### config.mk
export PLATFORM = sky130hd
export DESIGN_NAME = muldiv_sequencer
export DESIGN_NICKNAME = d
export VERILOG_FILES = /design/src/rtl/muldiv_sequencer.sv
export SDC_FILE = /design/constraint.sdc
export NUM_CORES = 1
export LEC_CHECK = 0
export BUFFER_PORTS_ARGS = -buffer_cell sky130_fd_sc_hd__buf_2
export CORE_ASPECT_RATIO = 1.75
export CORE_MARGIN = 3
export CORE_UTILIZATION = 48
export CTS_BUF_LIST = sky130_fd_sc_hd__clkbuf_8
export DETAILED_ROUTE_END_ITERATION = 8
export PLACE_DENSITY = 0.68
export SLEW_MARGIN = 20
export SYNTH_ARGS = -nofsm -noshare
export SYNTH_HDL_FRONTEND = slang
export SYNTH_SLANG_ARGS = --single-unit
### constraint.sdc
create_clock -name clk -period 3.75 [get_ports clk]
set_input_delay 0.1875 -clock clk [delete_from_list [all_inputs] [get_ports clk]]
set_output_delay 0.1875 -clock clk [all_outputs]
set_load 0.02 [all_outputs]
### src/rtl/muldiv_sequencer.sv
// -----------------------------------------------------------------------------
// muldiv_sequencer
//
// Multi-cycle sequencer for the EX-stage multiply (opcode 4'b0010) and divide
// (opcode 4'b0011). When such an op is accepted, the block stalls the pipeline.
// It then runs WIDTH iterations of an unsigned shift-add multiply or a
// restoring divide. The double-width result is presented for one cycle
// together with done, and the stall is released. Any other opcode passes
// through without interaction.
//
// Ports
//   clk          rising-edge clock
//   rst_n        asynchronous active-low reset
//   start        EX-stage instruction valid this cycle
//   opcode[3:0]  ALU op field of the EX-stage instruction
//   a, b         unsigned operands (multiplicand/dividend, multiplier/divisor)
//   stall        hold IF/ID/EX pipeline registers (combinational)
//   busy         sequencer is not idle
//   done         one-cycle pulse, results valid
//   result_lo    product low half / quotient
//   result_hi    product high half / remainder
//   div_by_zero  set with done when the divide had b == 0
// -----------------------------------------------------------------------------
module muldiv_sequencer #(
  parameter int WIDTH = 16
) (
  input  logic             clk,
  input  logic             rst_n,
  input  logic             start,
  input  logic [3:0]       opcode,
  input  logic [WIDTH-1:0] a,
  input  logic [WIDTH-1:0] b,
  output logic             stall,
  output logic             busy,
  output logic             done,
  output logic [WIDTH-1:0] result_lo,
  output logic [WIDTH-1:0] result_hi,
  output logic             div_by_zero
);

  localparam int CW = (WIDTH > 1) ? $clog2(WIDTH) : 1;

  localparam logic [3:0] OP_MUL = 4'b0010;
  localparam logic [3:0] OP_DIV = 4'b0011;

  localparam logic [1:0] S_IDLE = 2'd0;
  localparam logic [1:0] S_RUN  = 2'd1;
  localparam logic [1:0] S_DONE = 2'd2;

  logic [1:0]       state_q,  state_d;
  logic [CW-1:0]    count_q,  count_d;
  logic             is_div_q, is_div_d;
  logic [WIDTH-1:0] opb_q,    opb_d;
  // hi/lo hold {product high, product low} for multiply, {rem, quot} for divide.
  logic [WIDTH-1:0] hi_q,     hi_d;
  logic [WIDTH-1:0] lo_q,     lo_d;
  logic [WIDTH-1:0] res_lo_q, res_lo_d;
  logic [WIDTH-1:0] res_hi_q, res_hi_d;
  logic             dbz_q,    dbz_d;

  logic             is_muldiv;
  logic             accept;
  logic             last_iter;

  // Multiply step: add with carry-out, then shift {carry,hi,lo} right by one.
  logic [WIDTH:0]   mul_sum;
  logic [WIDTH-1:0] mul_hi, mul_lo;

  // Divide step: the shifted remainder needs one extra bit before the compare.
  logic [WIDTH:0]   div_sh;
  logic             div_ge;
  logic [WIDTH-1:0] div_diff;
  logic [WIDTH-1:0] div_rem, div_quot;

  logic [WIDTH-1:0] iter_hi, iter_lo;

  // NOTE: every signal assigned in this block gets a default first, so no
  // branch can leave one unassigned and infer a latch.
  always_comb begin
    state_d  = state_q;
    count_d  = count_q;
    is_div_d = is_div_q;
    opb_d    = opb_q;
    hi_d     = hi_q;
    lo_d     = lo_q;
    res_lo_d = res_lo_q;
    res_hi_d = res_hi_q;
    dbz_d    = dbz_q;

    is_muldiv = (opcode == OP_MUL) || (opcode == OP_DIV);
    accept    = (state_q == S_IDLE) && start && is_muldiv;
    last_iter = (count_q == CW'(WIDTH - 1));

    mul_sum = {1'b0, hi_q} + (lo_q[0] ? {1'b0, opb_q} : {(WIDTH + 1){1'b0}});
    mul_hi  = mul_sum[WIDTH:1];
    mul_lo  = {mul_sum[0], lo_q[WIDTH-1:1]};

    div_sh   = {hi_q, lo_q[WIDTH-1]};
    div_ge   = (div_sh >= {1'b0, opb_q});
    // The true remainder is below b, so the low WIDTH bits of the difference
    // are exact.
    div_diff = div_sh[WIDTH-1:0] - opb_q;
    div_rem  = div_ge ? div_diff : div_sh[WIDTH-1:0];
    div_quot = {lo_q[WIDTH-2:0], div_ge};

    iter_hi = is_div_q ? div_rem  : mul_hi;
    iter_lo = is_div_q ? div_quot : mul_lo;

    case (state_q)
      S_IDLE: begin
        if (accept) begin
          is_div_d = (opcode == OP_DIV);
          opb_d    = b;
          count_d  = '0;
          if ((opcode == OP_DIV) && (b == '0)) begin
            // Divide by zero skips the iterations entirely.
            state_d  = S_DONE;
            res_lo_d = '1;
            res_hi_d = a;
            dbz_d    = 1'b1;
          end else begin
            state_d = S_RUN;
            hi_d    = '0;
            lo_d    = a;
          end
        end
      end
      S_RUN: begin
        hi_d = iter_hi;
        lo_d = iter_lo;
        if (last_iter) begin
          state_d  = S_DONE;
          count_d  = '0;
          res_lo_d = iter_lo;
          res_hi_d = iter_hi;
          dbz_d    = 1'b0;
        end else begin
          count_d = count_q + CW'(1);
        end
      end
      S_DONE: begin
        // The instruction that caused this op is still in EX with start high;
        // returning to IDLE without looking at start prevents a re-accept.
        state_d = S_IDLE;
      end
      default: begin
        state_d = S_IDLE;
      end
    endcase
  end

  // NOTE: state uses non-blocking assignments so every flop samples the
  // pre-edge value of every other flop. All registers, including the
  // datapath and result holding registers, are reset so that an aborted
  // operation never leaves a partial result visible.
  always_ff @(posedge clk or negedge rst_n) begin
    if (!rst_n) begin
      state_q  <= S_IDLE;
      count_q  <= '0;
      is_div_q <= 1'b0;
      opb_q    <= '0;
      hi_q     <= '0;
      lo_q     <= '0;
      res_lo_q <= '0;
      res_hi_q <= '0;
      dbz_q    <= 1'b0;
    end else begin
      state_q  <= state_d;
      count_q  <= count_d;
      is_div_q <= is_div_d;
      opb_q    <= opb_d;
      hi_q     <= hi_d;
      lo_q     <= lo_d;
      res_lo_q <= res_lo_d;
      res_hi_q <= res_hi_d;
      dbz_q    <= dbz_d;
    end
  end

  assign stall       = accept || (state_q == S_RUN);
  assign busy        = (state_q != S_IDLE);
  assign done        = (state_q == S_DONE);
  assign result_lo   = res_lo_q;
  assign result_hi   = res_hi_q;
  assign div_by_zero = dbz_q;

endmodule

==> results of run 1 <==
[power groups by stage]
stage	Sequential (uW)	Combinational (uW)	Clock, uW
6_report	1810	4840	664
5_1_grt	1880	5350	715
4_1_cts	1810	4780	682
3_5_place_dp	1820	4750	0
3_3_place_gp	1810	4660	0
2_1_floorplan	1740	3740	0
[critical path, cell delays in order (launching register included)]
cell and delay, ns:
dfrtp_1 0.64, and2_1 0.26, ha_1 0.26, a211oi_1 0.31, o211ai_1 0.26, a31o_2 0.28
o311ai_0 0.33, mux2_2 0.38, a311oi_1 0.30, o21ai_0 0.13
[worst max-delay path by stage]
stage / cells past startpoint / startpoint / slack [ns] / endpoint
after global routing: 9 / opb_q[4]$_DFFE_PN0P_ / 0.20 / result_hi[15]$_DFFE_PN0P_
after CTS: 9 / lo_q[0]$_DFFE_PN0P_ / 0.48 / hi_q[14]$_DFFE_PN0P_
after global placement: 9 / lo_q[0]$_DFFE_PN0P_ / 0.61 / hi_q[14]$_DFFE_PN0P_
after detailed placement: 9 / lo_q[0]$_DFFE_PN0P_ / 0.51 / hi_q[14]$_DFFE_PN0P_
final: 9 / lo_q[0]$_DFFE_PN0P_ / 0.44 / hi_q[14]$_DFFE_PN0P_
after floorplan: 10 / lo_q[0]$_DFFE_PN0P_ / 1.00 / hi_q[14]$_DFFE_PN0P_
[sequential cells by signal, indices dropped and copies added, names as in the netlist]
register / flops
is_div_q: 1
state_q: 2
result_lo: 16
div_by_zero: 1
lo_q: 16
count_q: 4
opb_q: 16
hi_q: 16
result_hi: 16
[logic make-up (layout without fill, tap and decap cells)]
logic type,count (synthesis),count (layout),synth area share
buffers and inverters,57,124,0.0504
and+or+nand+nor,210,210,0.179
DFF,88,88,0.368
xor gates and xnor gates,22,22,0.0322
muxes,37,37,0.0659
AOI/OAI and AO/OA,193,193,0.229
adders and majority gates,35,35,0.0757
[area by class of cell]
type | instances | area (sq um) | share of cell area
clock buffer | 10 | 138 | 0.0208
clock inverter | 6 | 56.3 | 0.00849
inverter | 25 | 93.8 | 0.0142
multi-input combinational | 497 | 3490 | 0.526
sequential | 88 | 2200 | 0.332
tap | 165 | 206 | 0.0311
timing repair buffer | 83 | 443 | 0.0668
[synth_stat cells (10+ instances only)]
cell type / instances / share of area
a21o_1: 23 / 0.029
mux2_2: 19 / 0.036
nand2_1: 57 / 0.036
o32a_1: 15 / 0.025
nand3_1: 10 / 0.0084
nor3_1: 23 / 0.019
mux2i_1: 18 / 0.030
inv_1: 25 / 0.016
dfrtp_1: 88 / 0.37
nor2b_1: 22 / 0.023
nor2_1: 32 / 0.020
o21ai_0: 36 / 0.030
clkbuf_1: 19 / 0.012
and2_1: 32 / 0.033
ha_1: 33 / 0.069
a21oi_1: 45 / 0.038
a31oi_1: 12 / 0.013
xnor2_1: 14 / 0.020
[through the flow]
step	utilization	area [sq um]	total power [uW]	cells
5_1_grt	0.546	6630	7940	874
4_1_cts	0.546	6630	7270	874
6_report	0.546	6630	7310	874
2_1_floorplan	-	5980	5480	642
3_3_place_gp	0.530	6430	6480	857
3_5_place_dp	0.530	6430	6570	857
[repair_timing]
action                                 CTS  global route
hold buffers                             1             0
gates resized for setup                  0             0
endpoints found under the hold margin   57             0
buffers inserted                         0             0
[layer usage]
| layer | vias up | global-route usage | wire length (um) |
|---|---|---|---|
| met4 | 0 | 0.0804 | 384 |
| met2 | 130 | 0.436 | 8460 |
| met1 | 2515 | 0.282 | 6530 |
| met3 | 22 | 0.0357 | 809 |
| met5 | - | 0 | 0 |
| li1 | 2480 | - | - |
==> impl_metrics.ini, run 1 <==
[status]
status = complete, no violations

[clock_tree]
numCtsBuffers = 9
cts.sinks = 88
clk_latency_ns = 0.37
cts_root_buffer = clkbuf_8
clkTransAtPathRegs_ns = 0.10
clockBufferDepth = 2
cts_tree = built
cts_htree_levels = 3

[pwr]
p_seq_frac = 0.248
p_clk_frac = 0.091
power.density_nw_per_um2 = 1100
swShare = 0.500
p_leak_uw = 0.00304
switching_power_uw = 3660
ir_drop_uv = 446
p_int_uw = 3650
power_frac_comb = 0.662

[finish]
final_common_cell = dfrtp_1
syn2layout_area_growth_pct = 10.8
drive_gt1_frac = 0.199
diodes = 0
layout_common_cells = dfrtp_1 (87), buf_2 (73), nand2_1 (57)
nets = 778
fillers = 1117

[sta]
min_period_ns = 3.31
fin_skew_ns = 0.0145
holdWs_ns = 0.0573
final-max-slew-violation-count = 0
rsz0062_at_grt = no
finalHoldViolCount = 0
setup_slack_ns = 0.442
worst_pin_slew_ns = 0.825
relSlewSlack = 0.450
fmaxAchievable_ghz = 0.302
fin_crit_sh = 0.882
setup-violations-final = 0
fin_tns_setup_ns = 0

[place]
gp_congestion = 0.933
dp_hpwl_mm = 12.0
dp_slack_ns = 0.509
port_buffers = 74

[global_routing]
grt_pass1_wl_mm = 26.8
grt_max_degree = 59
track_usage = 0.238
antenna_found_initial = 0
overflow = 0
grt_pass1_vias = 5417

[synthesis]
ys_ff_latch = 88
synth_flop_cell = dfrtp_1
async_reset_ff_frac = 1.00
synth_nets = 716
yosys_warnings = 0
seq_area_frac_synth = 0.368
ys_types = 72
synth_edf_count = 0
synth_cells = 642
syn_area_per_cell_sq_um = 9.32
synth_area_sq_um = 5980

[critical_path]
crit_fanout = 18
reg2reg_from = lo_q[0]$_DFFE_PN0P_
cp.required_ns = 3.97
cp-end-kind = flop
rr_endpoint = hi_q[14]$_DFFE_PN0P_
cp.arrival_ns = 3.53
start_kind = flop
worst-setup-path-type = reg -> reg
r2r_cells = 9
rrSetupSlack_ns = 0.44

[routing]
first_iter_violations = 480
vias_per_cell = 5.89
vias = 5147
post-route-drc-count = 0
dr.pass1.iters = 4
route.final.wire_length_mm = 16.2
ant_nets = 0
wl_per_cell_um = 18.5

[flow_run]
maxCapViolCount = 0

[floorplan]
fp.dieW_um = 90.4
fp.dieH_um = 154
pin_count = 75
die_area_sq_um = 13900
rows = 53
initial_utilization = 0.493
coreArea_sq_um = 12100

[min_path]
hold_path_end = opb_q[14]$_DFFE_PN0P_
hp-class = in -> reg
hold_depth = 2
worstHoldStart = b[14]
No activity file was read; power rests on OpenSTA's default activity.
==> run 2: changes to the inputs <==
- CORE_UTILIZATION: 48 -> 61
- HOLD_SLACK_MARGIN: not set -> 0.02
- PLACE_DENSITY: 0.68 -> 0.83
==> impl_metrics.ini, run 2 (same netlist as run 1, synthesis figures left out) <==
[critical_path]
worst-setup-path-type = reg -> reg
critPathSlowestCell = a31o_1
start_kind = flop
critPathTopFamily = compound AO/OA/AOI/OAI gates
crit_start = hi_q[3]$_DFFE_PN0P_
cp.required_ns = 4.04
rrSetupSlack_ns = 0.38
path_cells = ha_1, a21o_1, a211oi_1, a2111o_1, a31o_1, a22oi_1, a311o_1, a31oi_1
critPathMaxStageDelay_ns = 0.69
rr_endpoint = result_hi[15]$_DFFE_PN0P_
r2r_cells = 8
crit_fanout = 19
reg2reg_from = hi_q[3]$_DFFE_PN0P_
path_buf_inv = 0
cp.arrival_ns = 3.66
cp-end-kind = flop

[pwr]
power.density_nw_per_um2 = 1110
p_clk_frac = 0.084
p_seq_frac = 0.251
p_int_uw = 3610
p_leak_uw = 0.00302
ir_drop_uv = 580
swShare = 0.503
power_frac_comb = 0.664
power.total_uw = 7250
switching_power_uw = 3650

[routing]
vias = 5203
wl_per_cell_um = 19.1
route.final.wire_length_mm = 15.8
post-route-drc-count = 0
dr.pass1.iters = 5
ant_nets = 0
vias_per_cell = 6.28
first_iter_violations = 502

[clock_tree]
cts_tree = built
clkTransAtPathRegs_ns = 0.10
cts_htree_levels = 3
cts_setup_buffers = 0
clk_latency_ns = 0.37
cts_resized = 0
cts_root_buffer = clkbuf_8
clockBufferDepth = 2
postCtsHoldBufs = 1
cts.sinks = 88
numCtsBuffers = 9

[sta]
relSlewSlack = 0.362
fin_tns_setup_ns = 0
fmaxAchievable_ghz = 0.296
rsz0062_at_grt = no
fin_skew_ns = 0.0132
finalHoldViolCount = 0
final-max-slew-violation-count = 0
worst_pin_slew_ns = 0.957
setup-violations-final = 0
fin_crit_sh = 0.900
min_period_ns = 3.37

[floorplan]
rows = 47
fp.dieW_um = 80.9
coreArea_sq_um = 9530
initial_utilization = 0.628
die_area_sq_um = 11100
pin_count = 75
fp.dieH_um = 137

[min_path]
hold_path_end = opb_q[3]$_DFFE_PN0P_
hold_depth = 2
hp-class = in -> reg
worstHoldStart = b[3]

[finish]
diodes = 0
final_common_cell = dfrtp_1
drive_gt1_frac = 0.197
layout_common_cells = dfrtp_1 (87), buf_2 (73), nand2_1 (57)
syn2layout_area_growth_pct = 9.32
nets = 777

[status]
status = complete, no violations

[place]
gp_congestion = 1.08
dp_hpwl_mm = 11.7
port_buffers = 74

[flow_run]
maxCapViolCount = 0

[global_routing]
antenna_found_initial = 0
grt_max_degree = 75
grt_pass1_wl_mm = 25.4
overflow = 0
grt_pass1_vias = 5256
track_usage = 0.299
-- run 2: worst reg2reg max path, stage by stage, from the launching register on --
cell	delay, ns
dfrtp_1	0.43
ha_1	0.37
a21o_1	0.21
a211oi_1	0.54
a2111o_1	0.31
a31o_1	0.69
a22oi_1	0.19
a311o_1	0.36
a31oi_1	0.19
-- run 2: power groups by stage --
| stage | Sequential (uW) | Clock, uW | Combinational [uW] |
|---|---|---|---|
| detailed placement | 1820 | 0 | 4730 |
| floorplan | 1740 | 0 | 3740 |
| global route | 1870 | 660 | 5310 |
| global placement | 1810 | 0 | 4610 |
| finish | 1820 | 612 | 4820 |
| CTS | 1810 | 624 | 4760 |
-- run 2: stage by stage --
step                      instances  instance area (sq um)  hold WS (ns)  utilization  worst slack, ns
final                           829                   6540        0.0578        0.687            0.377
after global routing            829                   6540        0.0409        0.687            0.247
after CTS                       829                   6540        0.0418        0.687            0.484
after detailed placement        813                   6370         0.388        0.668            0.524
after global placement          813                   6370         0.369        0.668            0.612
after floorplan                 642                   5980        -0.108            -             1.00
-- run 2: worst max path at each step --
stage / end / cells after the start / slack, ns
finish: result_hi[15]$_DFFE_PN0P_ / 8 / 0.38
global placement: result_hi[15]$_DFFE_PN0P_ / 9 / 0.61
detailed placement: result_hi[15]$_DFFE_PN0P_ / 8 / 0.52
floorplan: hi_q[14]$_DFFE_PN0P_ / 10 / 1.00
global route: result_hi[15]$_DFFE_PN0P_ / 8 / 0.25
CTS: result_hi[15]$_DFFE_PN0P_ / 8 / 0.48
-- run 2: routing by layer --
metal / GRT usage / vias to the layer above / routed length (um)
li1: - / 2466 / -
met3: 0.0520 / 44 / 846
met1: 0.365 / 2528 / 6340
met5: 0 / - / 0
met2: 0.505 / 165 / 8010
met4: 0.138 / 0 / 616
-- run 2: layout make-up --
cell class / count / area, sq um
inverter: 25 / 93.8
timing repair buffer: 82 / 435
multi-input combinational: 497 / 3490
clock buffer: 9 / 124
tap: 122 / 153
clock inverter: 6 / 42.5
fill: 795 / 2980
sequential: 88 / 2200
